## config.mk

```make
export PLATFORM = sky130hd
export DESIGN_NAME = cordic_share_ctrl
export DESIGN_NICKNAME = d
export VERILOG_FILES = /design/src/rtl/cordic_share_ctrl.sv
export SDC_FILE = /design/constraint.sdc
export NUM_CORES = 1
export LEC_CHECK = 0
export ABC_AREA = 1
export CAP_MARGIN = 20
export CORE_ASPECT_RATIO = 0.5
export CORE_UTILIZATION = 42
export DETAILED_ROUTE_END_ITERATION = 12
export PLACE_DENSITY = 0.77
export SLEW_MARGIN = 10
export SYNTH_ARGS = -nofsm -noshare
export SYNTH_HDL_FRONTEND = slang
export SYNTH_SLANG_ARGS = --single-unit
```

## constraint.sdc

```tcl
create_clock -name clk -period 1.55 [get_ports clk]
set_input_delay 0.155 -clock clk [delete_from_list [all_inputs] [get_ports clk]]
set_output_delay 0.155 -clock clk [all_outputs]
set_load 0.02 [all_outputs]
```

## src/rtl/cordic_share_ctrl.sv

```systemverilog
// Time-multiplexes one shared CORDIC core between two operands: issues x_one,
// waits for its result, then issues x_two, with a per-operand wait timeout.
`timescale 1ns/1ps
module cordic_share_ctrl #(
  parameter int CORDIC_DATA_WIDTH = 22,
  parameter int TIMEOUT_CYCLES    = 64
) (
  input  logic                         clk,
  input  logic                         rst,
  input  logic                         clk_en,
  input  logic                         start,
  input  logic [CORDIC_DATA_WIDTH-1:0] x_one,
  input  logic [CORDIC_DATA_WIDTH-1:0] x_two,
  output logic                         cordic_start,
  output logic [CORDIC_DATA_WIDTH-1:0] cordic_x,
  input  logic                         cordic_done,
  input  logic [CORDIC_DATA_WIDTH-1:0] cordic_result,
  output logic [CORDIC_DATA_WIDTH-1:0] out_one,
  output logic [CORDIC_DATA_WIDTH-1:0] out_two,
  output logic                         busy,
  output logic                         done,
  output logic                         error
);

  localparam int CW = $clog2(TIMEOUT_CYCLES + 1);
  localparam logic [CW-1:0] TMO = CW'(TIMEOUT_CYCLES);

  localparam logic [2:0] S_IDLE      = 3'd0;
  localparam logic [2:0] S_ISSUE_ONE = 3'd1;
  localparam logic [2:0] S_WAIT_ONE  = 3'd2;
  localparam logic [2:0] S_ISSUE_TWO = 3'd3;
  localparam logic [2:0] S_WAIT_TWO  = 3'd4;
  localparam logic [2:0] S_DONE      = 3'd5;

  logic [2:0]                   state_q, state_d;
  logic [CW-1:0]                cnt_q, cnt_d;
  logic [CORDIC_DATA_WIDTH-1:0] x1_q, x1_d, x2_q, x2_d;
  logic [CORDIC_DATA_WIDTH-1:0] cx_q, cx_d, out1_q, out1_d, out2_q, out2_d;
  logic                         cstart_q, cstart_d, done_q, done_d, err_q, err_d;

  always_comb begin
    state_d  = state_q;
    cnt_d    = cnt_q;
    x1_d     = x1_q;
    x2_d     = x2_q;
    cx_d     = cx_q;
    out1_d   = out1_q;
    out2_d   = out2_q;
    err_d    = err_q;
    cstart_d = 1'b0;
    done_d   = 1'b0;
    case (state_q)
      S_IDLE: begin
        if (start) begin
          x1_d     = x_one;
          x2_d     = x_two;
          err_d    = 1'b0;
          cx_d     = x_one;
          cstart_d = 1'b1;
          state_d  = S_ISSUE_ONE;
        end
      end
      S_ISSUE_ONE: begin
        cnt_d   = '0;
        state_d = S_WAIT_ONE;
      end
      S_WAIT_ONE: begin
        // A result arriving on the timeout cycle wins over the timeout.
        if (cordic_done || cnt_q == TMO) begin
          if (cordic_done) begin
            out1_d = cordic_result;
          end else begin
            out1_d = '0;
            err_d  = 1'b1;
          end
          cx_d     = x2_q;
          cstart_d = 1'b1;
          state_d  = S_ISSUE_TWO;
        end else begin
          cnt_d = cnt_q + 1'b1;
        end
      end
      S_ISSUE_TWO: begin
        cnt_d   = '0;
        state_d = S_WAIT_TWO;
      end
      S_WAIT_TWO: begin
        if (cordic_done || cnt_q == TMO) begin
          if (cordic_done) begin
            out2_d = cordic_result;
          end else begin
            out2_d = '0;
            err_d  = 1'b1;
          end
          done_d  = 1'b1;
          state_d = S_DONE;
        end else begin
          cnt_d = cnt_q + 1'b1;
        end
      end
      S_DONE:  state_d = S_IDLE;
      default: state_d = S_IDLE;
    endcase
  end

  always_ff @(posedge clk) begin
    if (!rst) begin
      state_q  <= S_IDLE;
      cnt_q    <= '0;
      x1_q     <= '0;
      x2_q     <= '0;
      cx_q     <= '0;
      out1_q   <= '0;
      out2_q   <= '0;
      cstart_q <= 1'b0;
      done_q   <= 1'b0;
      err_q    <= 1'b0;
    end else if (clk_en) begin
      state_q  <= state_d;
      cnt_q    <= cnt_d;
      x1_q     <= x1_d;
      x2_q     <= x2_d;
      cx_q     <= cx_d;
      out1_q   <= out1_d;
      out2_q   <= out2_d;
      cstart_q <= cstart_d;
      done_q   <= done_d;
      err_q    <= err_d;
    end
  end

  assign cordic_start = cstart_q;
  assign cordic_x     = cx_q;
  assign out_one      = out1_q;
  assign out_two      = out2_q;
  assign busy         = (state_q != S_IDLE);
  assign done         = done_q;
  assign error        = err_q;

endmodule

```

After elaboration in Yosys (flattened, before gate mapping) --
Index checks and enable logic that the tools add are counted. Widths: inputs -> output; s select.
Word-level totals: input bits 71, bits in registers 101, word-level logic and storage cells 54
Cells by class: multiplexer cells 18, add/subtract/negate cells 1, equality and inequality tests 11, reductions and logical operators 15
Operators by type and width (number):
- $mux 22 | 3
- $pmux 22 s2 | 1
- $pmux 3 s5 | 1
- $pmux 7 s2 | 1
- $reduce_and 3->1 | 4
- $ne 2x2->1 const B | 5
- $mux 3 | 3
- $reduce_and 4->1 | 2
- $add 7x1->7 const B | 1
- $eq 7x7->1 const B | 1
- $mux 7 | 1
- $eq 3x2->1 const B | 2
- $mux 1 | 6
- $reduce_bool 2->1 | 3
- $reduce_and 5->1 | 1
- $pmux 1 s2 | 2
- $reduce_or 2->1 | 2
- $eq 3x1->1 const B | 1
- $eq 3x3->1 const B | 1
- $logic_not 3->1 | 1
- $reduce_bool 3->1 | 1
- $ne 2x1->1 const B | 1
- $logic_or 1x1->1 | 1

Logic depth before layout (Yosys ltp) --
depth in word-level cells 4, mapped depth 11

Least setup slack after synthesis --
OpenSTA, ideal clock, no wires.
kind reg2reg, start register cnt_q[0], end register cx_q[12] (netlist: cordic_x[12]), path slack 0.072 ns, arrival 1.407 ns, cell stages (with the launch flop) 11, path through dfxtp_1 -> inv_1 -> ha_1 -> nand2_1 -> inv_1 -> nand3_2 -> nand3_2 -> nand2_1 -> buf_2 -> nand2_1 -> a21oi_1
On the way: cells in the longest elaborated chain, start to end 4
RTL lines:
- start: declaration | RTL line 36 | logic [CW-1:0] cnt_q, cnt_d;
- start signal: assignment | RTL line 120 | cnt_q <= cnt_d;
- $eq 7x7->1 | RTL line 69 | if (cordic_done || cnt_q == TMO) begin
- $logic_or 1x1->1 | RTL line 69
- $ne 2x2->1 (no source line)
- $reduce_and 4->1 (no source line)
- end signal: assignment | RTL line 112 | cx_q <= '0;
- end signal: assignment | RTL line 123 | cx_q <= cx_d;
- end: declaration | RTL line 38 | logic [CORDIC_DATA_WIDTH-1:0] cx_q, cx_d, out1_q, out1_d, out2_q, out2_d;
Every way passes these cells. A chain may end at the register's enable or synchronous reset.

Worst setup path after layout --
start register cnt_q[1], end register out1_q[11] (netlist: out_one[11])
On the way: cells in the longest elaborated chain, start to end 3
RTL lines:
- $eq 7x7->1 | RTL line 69
- $logic_or 1x1->1 | RTL line 69
- $reduce_and 3->1 (no source line)
- end signal: assignment | RTL line 124 | out1_q <= out1_d;
- end: declaration | RTL line 38
Every way passes these cells.

==> results.sh <==
export IMPL_status="complete, but fails checks"
export IMPL_violations="setup timing"
export IMPL_syn_num_nets=683
export IMPL_htreeDepth=3
export IMPL_dieArea_um2=10940
export IMPL_tns_ps=-36.72
export IMPL_cts_max_path_buffers=2
export IMPL_syn_inst=610
export IMPL_ys_seq_area_share_pct=45.83
export IMPL_ios=141
export IMPL_startpoint_type="flop"
export IMPL_hold_worst_slack_ps=283.5
export IMPL_place_congestion=0.8319
export IMPL_clockRootBuffer="clkbuf_16"
export IMPL_max_slew_margin_rel_pct=61.60
export IMPL_ant_nets=0
export IMPL_max_vdd_ir_drop_v=0.0006852
export IMPL_final_min_clock_period_ps=1569
export IMPL_hold_path_class="in2reg"
export IMPL_p_per_area_nw_per_um2=1358
export IMPL_grt_pass1_wl_um=18670
export IMPL_wl_per_cell_um=13.78
export IMPL_cts_tree="done"
export IMPL_syn_area_per_cell_um2=7.232
export IMPL_final_setup_viol_count=3
export IMPL_antenna_found_initial=0
export IMPL_grt_pass1_vias=3854
export IMPL_chipWidth_um=146.9
export IMPL_path_cells="inv_2 -> ha_4 -> nand2_2 -> inv_2 -> nand3_4 -> nand2_4 -> nand3_4 -> clkbuf_16 -> o21ai_4 -> a21oi_4"
export IMPL_crit_fanout=7
export IMPL_layout_nets=834
export IMPL_critPathArrivalTime_ps=1800
export IMPL_cp_end_kind="flop"
export IMPL_numCtsBuffers=9
export IMPL_max_slew_worst_pin_slew_ps=576.0
export IMPL_maxSlewViolCount=0
export IMPL_grt_overflow=0
export IMPL_clk_latency_ps=340
export IMPL_numPortBuffers=140
export IMPL_dp_hpwl_um=8415
export IMPL_rsz0062_at_grt="yes"
export IMPL_fin_crit_sh_pct=101.2
export IMPL_reg2reg_depth=10
export IMPL_drcViolationCount=0
export IMPL_min_path_cells=4
export IMPL_core_area_um2=10210
export IMPL_ctsHoldBuffers=0
export IMPL_cts_sinks=101
export IMPL_vias_per_cell=4.875
export IMPL_drtPass1Iterations=5
export IMPL_layout_drive_gt1_share_pct=14.64
export IMPL_rows=26
export IMPL_die_h_um=74.47
export IMPL_start_util_pct=43.19
export IMPL_synth_seq_cells=101
export IMPL_clock_fmax_mhz=637.3
export IMPL_worstPathRequired_ps=1780
export IMPL_dpl_instance_area_um2=6113
export IMPL_design_area_um2=6723
export IMPL_maxCapViolations=0
export IMPL_yosys_warnings=0
export IMPL_dp_slack_ps=-0.5499
export IMPL_crit_type="reg2reg"
export IMPL_areaGrowthSynthToFinish_pct=52.38
export IMPL_mappedNetlistArea_um2=4412
export IMPL_setup_ws_ps=-19.05
export IMPL_skew_ps=8.337
export IMPL_ys_types=24
export IMPL_grt_start_max_net_pins=46
export IMPL_hold_viol_final=0
export IMPL_drt_iter0_drc=270
export IMPL_wirelength_um=12470
export IMPL_leakagePower_nw=2.625
export IMPL_vias=4412
export IMPL_r2r_slack_ps=-20
export IMPL_antennaDiodeCount=0
export IMPL_cts_clk_slew_worst_paths_ps=70
export IMPL_grtUsageTotal_pct=21.38
export IMPL_critPathSlowestCell="dfxtp_2"
export IMPL_cp_slowest_stage_delay_ps=330
==> layout make-up <==
class                           instances  area (µm²)
Clock inverter                          4       50.05
Clock buffer                           11       232.7
Sequential cell                       101        2027
Multi-Input combinational cell        372        2019
Inverter                               96       360.3
Fill cell                             880        3492
Tap cell                              140       175.2
Timing Repair Buffer                  181        1858
==> cell usage after synthesis, drive strengths merged <==
cell type / number / area (µm²)
nand2: 115 / 451.7
dfxtp: 101 / 2022
a21oi: 99 / 495.5
inv: 96 / 360.3
o21ai: 79 / 395.4
nand3: 41 / 262.8
buf: 23 / 137.6
clkbuf: 18 / 67.56
nor2: 15 / 61.31
nand4: 13 / 81.33
nor3: 4 / 20.02
ha: 2 / 25.02
o21bai: 2 / 15.01
o211ai: 1 / 7.510
xnor2: 1 / 8.760
==> cells by family (layout without fill, tap and decap cells) <==
group | count (synthesis) | after routing | share of synthesized area [%]
XOR/XNOR | 1 | 1 | 0.1986
AO/OA/AOI/OAI | 181 | 181 | 20.70
flip-flops | 101 | 101 | 45.83
AND/OR/NAND/NOR | 188 | 188 | 19.88
adder cells (fa/ha/maj) | 2 | 2 | 0.5671
buffers and inverters | 137 | 292 | 12.82
==> critical path, delay by kind of cell (launching register included) <==
family,cells,cell delay (ps)
AOI/OAI and AO/OA,2,180
adders and majority gates,1,130
buffers and inverters,3,360
DFF,1,330
and+or+nand+nor,4,460
==> where the power goes <==
part,internal (mW),switching (mW),total (mW)
clock network,1.24,0.966,2.21
logic,1.56,2.07,3.63
registers,3.04,0.253,3.29
==> metal layers <==
metal / up-vias / GRT usage, % / part of all wire [%]
li1: 2265 / - / -
met1: 2027 / 28.47 / 46
met2: 114 / 36.81 / 49
met3: 6 / 4.233 / 4.6
met4: 0 / 4.124 / 0.48
met5: - / 0 / 0
==> cells in the final DEF (no fill, tap or decap), drive strengths merged <==
cell,netlist,routed
a21oi,99,99
buf,23,39
bufinv,0,1
clkbuf,18,15
clkdlybuf4s50,0,138
clkinv,0,1
clkinvlp,0,2
dfxtp,101,101
ha,2,2
inv,96,96
nand2,115,115
nand3,41,41
nand4,13,13
nor2,15,15
nor3,4,4
o211ai,1,1
o21ai,79,79
o21bai,2,2
xnor2,1,1
==> sequential cells by signal, summed over array words and instances, names as in the netlist <==
signal        flops
error             1
x2_q             22
cordic_start      1
done              1
state_q           3
cnt_q             7
out_two          22
out_one          22
cordic_x         22
==> path summary, 6_finish.rpt <==
kind,start,endpoint
setup / recovery,cnt_q[1],out_one[11]
hold / removal,rst,cnt_q[1]
setup reg to reg,cnt_q[1],out_one[11]
hold reg to reg,out_one[21],out_one[21]
==> stage by stage <==
stage | power (mW) | std cells | util, %
after floorplan | 5.283 | 610 | -
after global placement | 6.576 | 882 | 59.85
after detailed placement | 6.660 | 882 | 59.85
after CTS | 8.867 | 897 | 62.69
after global routing | 9.656 | 905 | 65.81
final | 9.133 | 905 | 65.81
==> what timing repair did <==
item	in CTS	in global routing
resized for setup	4	75
pin swaps	0	7
buffers inserted	0	2
cloned	0	6
endpoints found under the setup margin	2	69
Note: power is estimated with default switching activity, not from simulation.
